<file path="config.mk">
export PLATFORM = sky130hd
export DESIGN_NAME = vga_scan_gen_flat
export DESIGN_NICKNAME = d
export VERILOG_FILES = /design/src/rtl/vga_scan_gen_if.sv /design/src/rtl/vga_scan_gen.sv /design/src/flat_wrapper.sv
export SDC_FILE = /design/constraint.sdc
export NUM_CORES = 1
export LEC_CHECK = 0
export ABC_CLOCK_PERIOD_IN_PS = 4900
export CAP_MARGIN = 20
export CORE_ASPECT_RATIO = 1.4
export CORE_MARGIN = 2
export CORE_UTILIZATION = 26
export CTS_CLUSTER_SIZE = 10
export DETAILED_ROUTE_END_ITERATION = 10
export GPL_ROUTABILITY_DRIVEN = 1
export PLACE_DENSITY = 0.55
export SLEW_MARGIN = 25
export SYNTH_ARGS = -nofsm -noshare
export SYNTH_HDL_FRONTEND = slang
export SYNTH_SLANG_ARGS = --single-unit
export TNS_END_PERCENT = 50
</file>
<file path="constraint.sdc">
create_clock -name Clk -period 4.9 [get_ports Clk]
set_input_delay 0.98 -clock Clk [delete_from_list [all_inputs] [get_ports Clk]]
set_output_delay 0.98 -clock Clk [all_outputs]
set_load 0.03 [all_outputs]
</file>
<file path="src/rtl/vga_scan_gen_if.sv">
// rtl/vga_scan_gen_if.sv - scan/timing bundle driven by vga_scan_gen
interface vga_scan_gen_if;
   logic        pixel_clk;
   logic        pix_en;
   logic        hs;
   logic        vs;
   logic        display_en;
   logic [9:0]  DrawX;
   logic [9:0]  DrawY;
   logic        frame_tick;
   logic [15:0] frame_count;

   modport master (
      output pixel_clk, pix_en, hs, vs, display_en,
             DrawX, DrawY, frame_tick, frame_count
   );

   modport slave (
      input  pixel_clk, pix_en, hs, vs, display_en,
             DrawX, DrawY, frame_tick, frame_count
   );
endinterface

</file>
<file path="src/rtl/vga_scan_gen.sv">
// rtl/vga_scan_gen.sv - VGA raster counter with registered syncs, display enable and frame counter
// Counters advance on every other Clk; all timing outputs are decoded from the next-state position.
module vga_scan_gen #(
   parameter int unsigned H_VISIBLE = 640,
   parameter int unsigned H_FRONT   = 16,
   parameter int unsigned H_SYNC    = 96,
   parameter int unsigned H_BACK    = 48,
   parameter int unsigned V_VISIBLE = 480,
   parameter int unsigned V_FRONT   = 10,
   parameter int unsigned V_SYNC    = 2,
   parameter int unsigned V_BACK    = 33
) (
   input  logic           Clk,
   input  logic           Reset,
   vga_scan_gen_if.master scan
);
   localparam int unsigned H_TOTAL = H_VISIBLE + H_FRONT + H_SYNC + H_BACK;
   localparam int unsigned V_TOTAL = V_VISIBLE + V_FRONT + V_SYNC + V_BACK;

   localparam logic [9:0] H_LAST     = 10'(H_TOTAL - 1);
   localparam logic [9:0] V_LAST     = 10'(V_TOTAL - 1);
   localparam logic [9:0] H_VIS      = 10'(H_VISIBLE);
   localparam logic [9:0] V_VIS      = 10'(V_VISIBLE);
   localparam logic [9:0] HS_START   = 10'(H_VISIBLE + H_FRONT);
   localparam logic [9:0] HS_END     = 10'(H_VISIBLE + H_FRONT + H_SYNC);
   localparam logic [9:0] VS_START   = 10'(V_VISIBLE + V_FRONT);
   localparam logic [9:0] VS_END     = 10'(V_VISIBLE + V_FRONT + V_SYNC);

   logic        toggle_q;
   logic [9:0]  x_q, x_d;
   logic [9:0]  y_q, y_d;
   logic        hs_q, hs_d;
   logic        vs_q, vs_d;
   logic        de_q, de_d;
   logic        tick_q, tick_d;
   logic [15:0] frame_count_q, frame_count_d;

   always_comb begin
      x_d           = x_q;
      y_d           = y_q;
      tick_d        = 1'b0;
      frame_count_d = frame_count_q;
      if (toggle_q) begin
         if (x_q == H_LAST) begin
            x_d = 10'd0;
            if (y_q == V_LAST) begin
               y_d           = 10'd0;
               tick_d        = 1'b1;
               frame_count_d = frame_count_q + 16'd1;
            end else begin
               y_d = y_q + 10'd1;
            end
         end else begin
            x_d = x_q + 10'd1;
         end
      end
      // Decoding the next position keeps syncs aligned with DrawX/DrawY on the same edge.
      hs_d = !((x_d >= HS_START) && (x_d < HS_END));
      vs_d = !((y_d >= VS_START) && (y_d < VS_END));
      de_d = (x_d < H_VIS) && (y_d < V_VIS);
   end

   always_ff @(posedge Clk) begin
      if (Reset) begin
         toggle_q      <= 1'b0;
         x_q           <= 10'd0;
         y_q           <= 10'd0;
         hs_q          <= 1'b1;
         vs_q          <= 1'b1;
         de_q          <= 1'b1;
         tick_q        <= 1'b0;
         frame_count_q <= 16'd0;
      end else begin
         toggle_q      <= ~toggle_q;
         x_q           <= x_d;
         y_q           <= y_d;
         hs_q          <= hs_d;
         vs_q          <= vs_d;
         de_q          <= de_d;
         tick_q        <= tick_d;
         frame_count_q <= frame_count_d;
      end
   end

   assign scan.pixel_clk   = toggle_q;
   assign scan.pix_en      = toggle_q;
   assign scan.hs          = hs_q;
   assign scan.vs          = vs_q;
   assign scan.display_en  = de_q;
   assign scan.DrawX       = x_q;
   assign scan.DrawY       = y_q;
   assign scan.frame_tick  = tick_q;
   assign scan.frame_count = frame_count_q;
endmodule

</file>
<file path="src/flat_wrapper.sv">
// flat-port wrapper written by rule: the top's interface ports become plain ports
module vga_scan_gen_flat 
#(
   parameter int unsigned H_VISIBLE = 640,
   parameter int unsigned H_FRONT   = 16,
   parameter int unsigned H_SYNC    = 96,
   parameter int unsigned H_BACK    = 48,
   parameter int unsigned V_VISIBLE = 480,
   parameter int unsigned V_FRONT   = 10,
   parameter int unsigned V_SYNC    = 2,
   parameter int unsigned V_BACK    = 33
)
  (Clk, Reset, scan_pixel_clk, scan_pix_en, scan_hs, scan_vs, scan_display_en, scan_DrawX, scan_DrawY, scan_frame_tick, scan_frame_count);
  vga_scan_gen_if scan_i ();
  input  logic Clk;
  input  logic Reset;
  output wire logic [$bits(scan_i.pixel_clk)-1:0] scan_pixel_clk;
  output wire logic [$bits(scan_i.pix_en)-1:0] scan_pix_en;
  output wire logic [$bits(scan_i.hs)-1:0] scan_hs;
  output wire logic [$bits(scan_i.vs)-1:0] scan_vs;
  output wire logic [$bits(scan_i.display_en)-1:0] scan_display_en;
  output wire logic [$bits(scan_i.DrawX)-1:0] scan_DrawX;
  output wire logic [$bits(scan_i.DrawY)-1:0] scan_DrawY;
  output wire logic [$bits(scan_i.frame_tick)-1:0] scan_frame_tick;
  output wire logic [$bits(scan_i.frame_count)-1:0] scan_frame_count;
  assign scan_pixel_clk = scan_i.pixel_clk;
  assign scan_pix_en = scan_i.pix_en;
  assign scan_hs = scan_i.hs;
  assign scan_vs = scan_i.vs;
  assign scan_display_en = scan_i.display_en;
  assign scan_DrawX = scan_i.DrawX;
  assign scan_DrawY = scan_i.DrawY;
  assign scan_frame_tick = scan_i.frame_tick;
  assign scan_frame_count = scan_i.frame_count;
  vga_scan_gen #(.H_VISIBLE(H_VISIBLE), .H_FRONT(H_FRONT), .H_SYNC(H_SYNC), .H_BACK(H_BACK), .V_VISIBLE(V_VISIBLE), .V_FRONT(V_FRONT), .V_SYNC(V_SYNC), .V_BACK(V_BACK)) u_core (.Clk(Clk), .Reset(Reset), .scan(scan_i));
endmodule
</file>
-- Yosys cells after proc, flatten, opt, wreduce, memory -nomap -nowiden
Index checks and enable logic that the tools add are counted.
- register bits: 41
- input bits: 2
- output and inout bits: 42
- add/sub/neg operators: 3
- $lt $le $gt $ge: 6
- equality and inequality tests: 2
- multiplexer cells: 6
- bitwise gates (word level): 2
- reductions and logical operators: 7
- operators with widths (cell ; number):
    10-bit 2-to-1 mux ; 5
    10-bit by 1-bit adder with 10-bit output (second input constant) ; 2
    10-bit equality test (second input constant) ; 2
    10-bit < comparator (second input constant) ; 2
    10-bit by 9-bit < comparator with 1-bit output (second input constant) ; 2
    16-bit by 1-bit adder with 16-bit output (second input constant) ; 1
    10-bit greater-or-equal comparator (second input constant) ; 1
    10-bit by 9-bit greater-or-equal comparator with 1-bit output (second input constant) ; 1
    1-bit logical AND ; 3
    3-bit AND reduction ; 1
    3-bit OR reduction ; 1
    1-bit zero test ; 2
    1-bit NOT ; 2
    1-bit 2-to-1 mux ; 1

-- Depth between registers and ports, before layout
- depth after elaboration: 7
- mapped depth: 8
- mapped depth without buffers: 7

-- Worst setup path before layout
OpenSTA, ideal clock, no wires.
- path kind: register to register
- from: register u_core.x_q[0] (netlist: u_core.scan.DrawX[0])
- to: register u_core.frame_count_q[15] (netlist: u_core.scan.frame_count[15])
- library setup time: 0.071 ns
- arrival: 2.403 ns
- data required time: 4.829 ns
- slack: 2.427 ns
- stages on the path, launching flop included: 8
- buffers on the path: 1
- period minus slack after synthesis: 2.473 ns
- cell sequence: dfxtp_1 ha_1 and4_1 clkbuf_1 nand4_1 or3_4 or3_1 a21oi_1
- cells in the longest elaborated chain, start to end: 2
- ends and longest elaborated chain (item ; RTL line ; text):
    from (decl) ; vga_scan_gen.sv:30 ; logic [9:0] x_q, x_d;
    from (signal assigned) ; vga_scan_gen.sv:66 ; x_q <= 10'd0;
    from (signal assigned) ; vga_scan_gen.sv:75 ; x_q <= x_d;
    10-bit equality test ; vga_scan_gen.sv:44 ; if (x_q == H_LAST) begin
    3-bit AND reduction (no source line) ; n/a ;
    to (signal assigned) ; vga_scan_gen.sv:81 ; frame_count_q <= frame_count_d;
    to (decl) ; vga_scan_gen.sv:36 ; logic [15:0] frame_count_q, frame_count_d;
No other way between the ends.
A chain may end at the register's enable or synchronous reset.

==> flow_summary.yaml <==
floorplanning:
  dieArea_mm2: 0.00894
  core.rowCount: 39
  die_x_um: 80.5
  die_h_um: 111
  num_io_pins: 44
  start_util: 0.264
  coreArea_mm2: 0.00805
setup_path:
  critPathMaxFanout: 25
  crit_family: "buffers and inverters"
  cp_data_arrival_time_ns: 2.90
  cp_slowest_cell: "clkdlybuf4s50_1"
  slowest_delay_ns: 0.69
  critical_path_buf_inv_count: 2
  critPathLaunchType: "input port"
  cp-end-kind: "flip-flop"
  worstSetupPathType: "input port to flip-flop"
  crit_required_ns: 5.05
  crit_path_cell_trace: "clkdlybuf4s50_1, buf_4, nand2b_1, nor4_1, a22o_1, nor4bb_1, o211ai_1"
global_route:
  grt_first_pass_wirelength_um: 9230
  grt_max_degree: 26
  gr-total-overflow: 0
  grtUsageTotal: 0.128
  grt_pass1_vias: 1908
  antenna_found_initial: 0
route:
  dr.pass1.iters: 4
  vias: 2007
  drt_first_iter_violations: 124
  route.detailed.drc: 0
  vias_per_cell: 5.07
  detail-route-antenna-nets: 0
  routedWlPerCell_um: 14.1
  routed_wl_um: 5570
clock_tree:
  clock_sinks: 41
  clk_pin_slew_ns: 0.06
  cts_setup_buffers: 0
  cts_root_buf: "clkbuf_16"
  tritoncts: "yes"
  cts_resized: 0
  postCtsHoldBufs: 0
  clk_path_buf_depth: 2
  htreeDepth: 2
  insertion_delay_ns: 0.28
  numCtsBuffers: 5
logic_synthesis:
  synth_common_cells: "dfxtp_1, nor2_1, nand2_1, nand3_1"
  yosys.area_share.adder: 0.0235
  ys_ff_latch: 41
  synth_xor_area_frac: 0.0864
  async_flop_share: 0
  seq_area_frac_synth: 0.385
  synth_mux_area_frac: 0.00940
  avgSynthCellArea_um2: 8.22
  synthCells: 259
  synth_top_area_share: 0.385
  synthSimpleGateAreaFrac: 0.333
  synth_warnings: 0
  ys_types: 46
  yosys.area.top_type: "dfxtp_1"
  synth-compound-area-share: 0.115
  yosys-top-cells-area: "dfxtp_1, xnor2_1, nand4_1"
  synthesis.nets: 265
  synth_edf_count: 0
  synth-main-ff-cell: "dfxtp_1"
  mappedNetlistArea_mm2: 0.00213
  yosysMostFrequentCell: "dfxtp_1"
  synth_top_family_by_area: "simple AND/OR/NAND/NOR gates"
power_and_ir_drop:
  p_per_area_mw_per_mm2: 265
  leakagePower_nw: 0.864
  peakVddDrop_uv: 137
finish:
  antenna_cells: 0
  final_nets: 299
  fillCellCount: 852
  final_core_util: 0.348
  drive_gt1_frac: 0.0646
  areaGrowthSynthToFinish_pct: 31.5
sta:
  maxSlewHeadroom: 0.610
  final.setup_skew_ns: 0.00497
  maxSlewViolCount: 0
  tightest_slew_ns: 0.580
  period_share: 0.561
  report.final.setup_viol: 0
  fmax_mhz: 364
  hold_violations: 0
  rsz0062_at_grt: "false"
  fin_tns_setup_ns: 0
  fin_crit_ns: 2.75
placement:
  place_congestion: 0.919
  place_hpwl_um: 4110
  port_buffers: 43
run_status:
  outcome: "complete, no violations"
min_path:
  min-delay-path-class: "flip-flop to flip-flop"
job:
  maxCapViolations: 0
## layout by cell type, fill, tap and decap left out, types with 8 or more instances in the layout
master and count:
clkdlybuf4s50_1 43, xnor2_1 12, dfxtp_1 41, nand4_1 14, nor2_1 23, inv_1 8
xor2_1 9, nand2_1 18, nand3_1 16, o21ai_0 10, nor4_1 9, a21oi_1 14
nor3_1 11
## through the flow
step | std cells | hold slack, ns | instance area [um2] | worst slack [ns] | total power [mW]
floorplan | 259 | 0.610 | 2130 | 2.43 | 0.358
global placement | 388 | 0.478 | 2620 | 1.84 | 0.365
detailed placement | 388 | 0.496 | 2620 | 1.85 | 0.365
CTS | 396 | 0.509 | 2800 | 2.14 | 0.753
global route | 396 | 0.526 | 2800 | 1.94 | 0.765
finish | 396 | 0.508 | 2800 | 2.15 | 0.741
## sequential cells by signal (all words and copies together), names as in the netlist
signal	count
u_core.scan.DrawX	10
u_core.scan.DrawY	10
u_core.scan.display_en	1
u_core.scan.frame_count	16
u_core.scan.frame_tick	1
u_core.scan.hs	1
u_core.scan.pix_en	1
u_core.scan.vs	1
## report_power, final
| group | switching, mW | internal [mW] |
|---|---|---|
| registers | 0.00317 | 0.335 |
| clock network | 0.129 | 0.254 |
| logic | 0.0121 | 0.00732 |
## path summary, 6_finish.rpt
check / start / to / slack [ns] / cells after the start
worst max register to register: u_core.scan.DrawX[0] / u_core.scan.frame_count[15] / 2.26 / 6
worst max-delay path: Reset / u_core.scan.vs / 2.15 / 7
worst min register to register: u_core.scan.frame_count[14] / u_core.scan.frame_count[14] / 0.51 / 2
worst min-delay path: u_core.scan.frame_count[14] / u_core.scan.frame_count[14] / 0.51 / 2
## per-layer routing
| metal | vias up | GRT usage | part of all wire |
|---|---|---|---|
| met3 | 15 | 0.0269 | 0.040 |
| met1 | 923 | 0.158 | 0.43 |
| met4 | 0 | 0.0565 | 0.027 |
| li1 | 1012 | - | - |
| met5 | - | 0 | 0 |
| met2 | 57 | 0.212 | 0.51 |
## cell type report
| class | count | area, um2 | area share |
|---|---|---|---|
| clock buffers | 6 | 139 | 0.0496 |
| clock inverters | 2 | 37.5 | 0.0134 |
| flip-flops and latches | 41 | 821 | 0.293 |
| inverters | 8 | 30.0 | 0.0107 |
| multi-input cells | 193 | 1210 | 0.431 |
| repair buffers | 44 | 438 | 0.156 |
| well taps | 102 | 128 | 0.0456 |
## kinds of logic after synthesis
kind of cell | count (synthesis)
adder cells (fa/ha/maj) | 4
XOR/XNOR | 21
flip-flops | 41
AO/OA/AOI/OAI | 39
multiplexers | 2
AND/OR/NAND/NOR | 127
buffers and inverters | 25
## worst register-to-register path, cell delays in order (launching register included)
cell     delay (ns)
dfxtp_1        0.40
ha_1           0.25
and4_1         0.39
nand4_1        0.49
or3_4          0.57
or3_1          0.32
a21oi_1        0.15
Power figures use the tool's default switching activity.
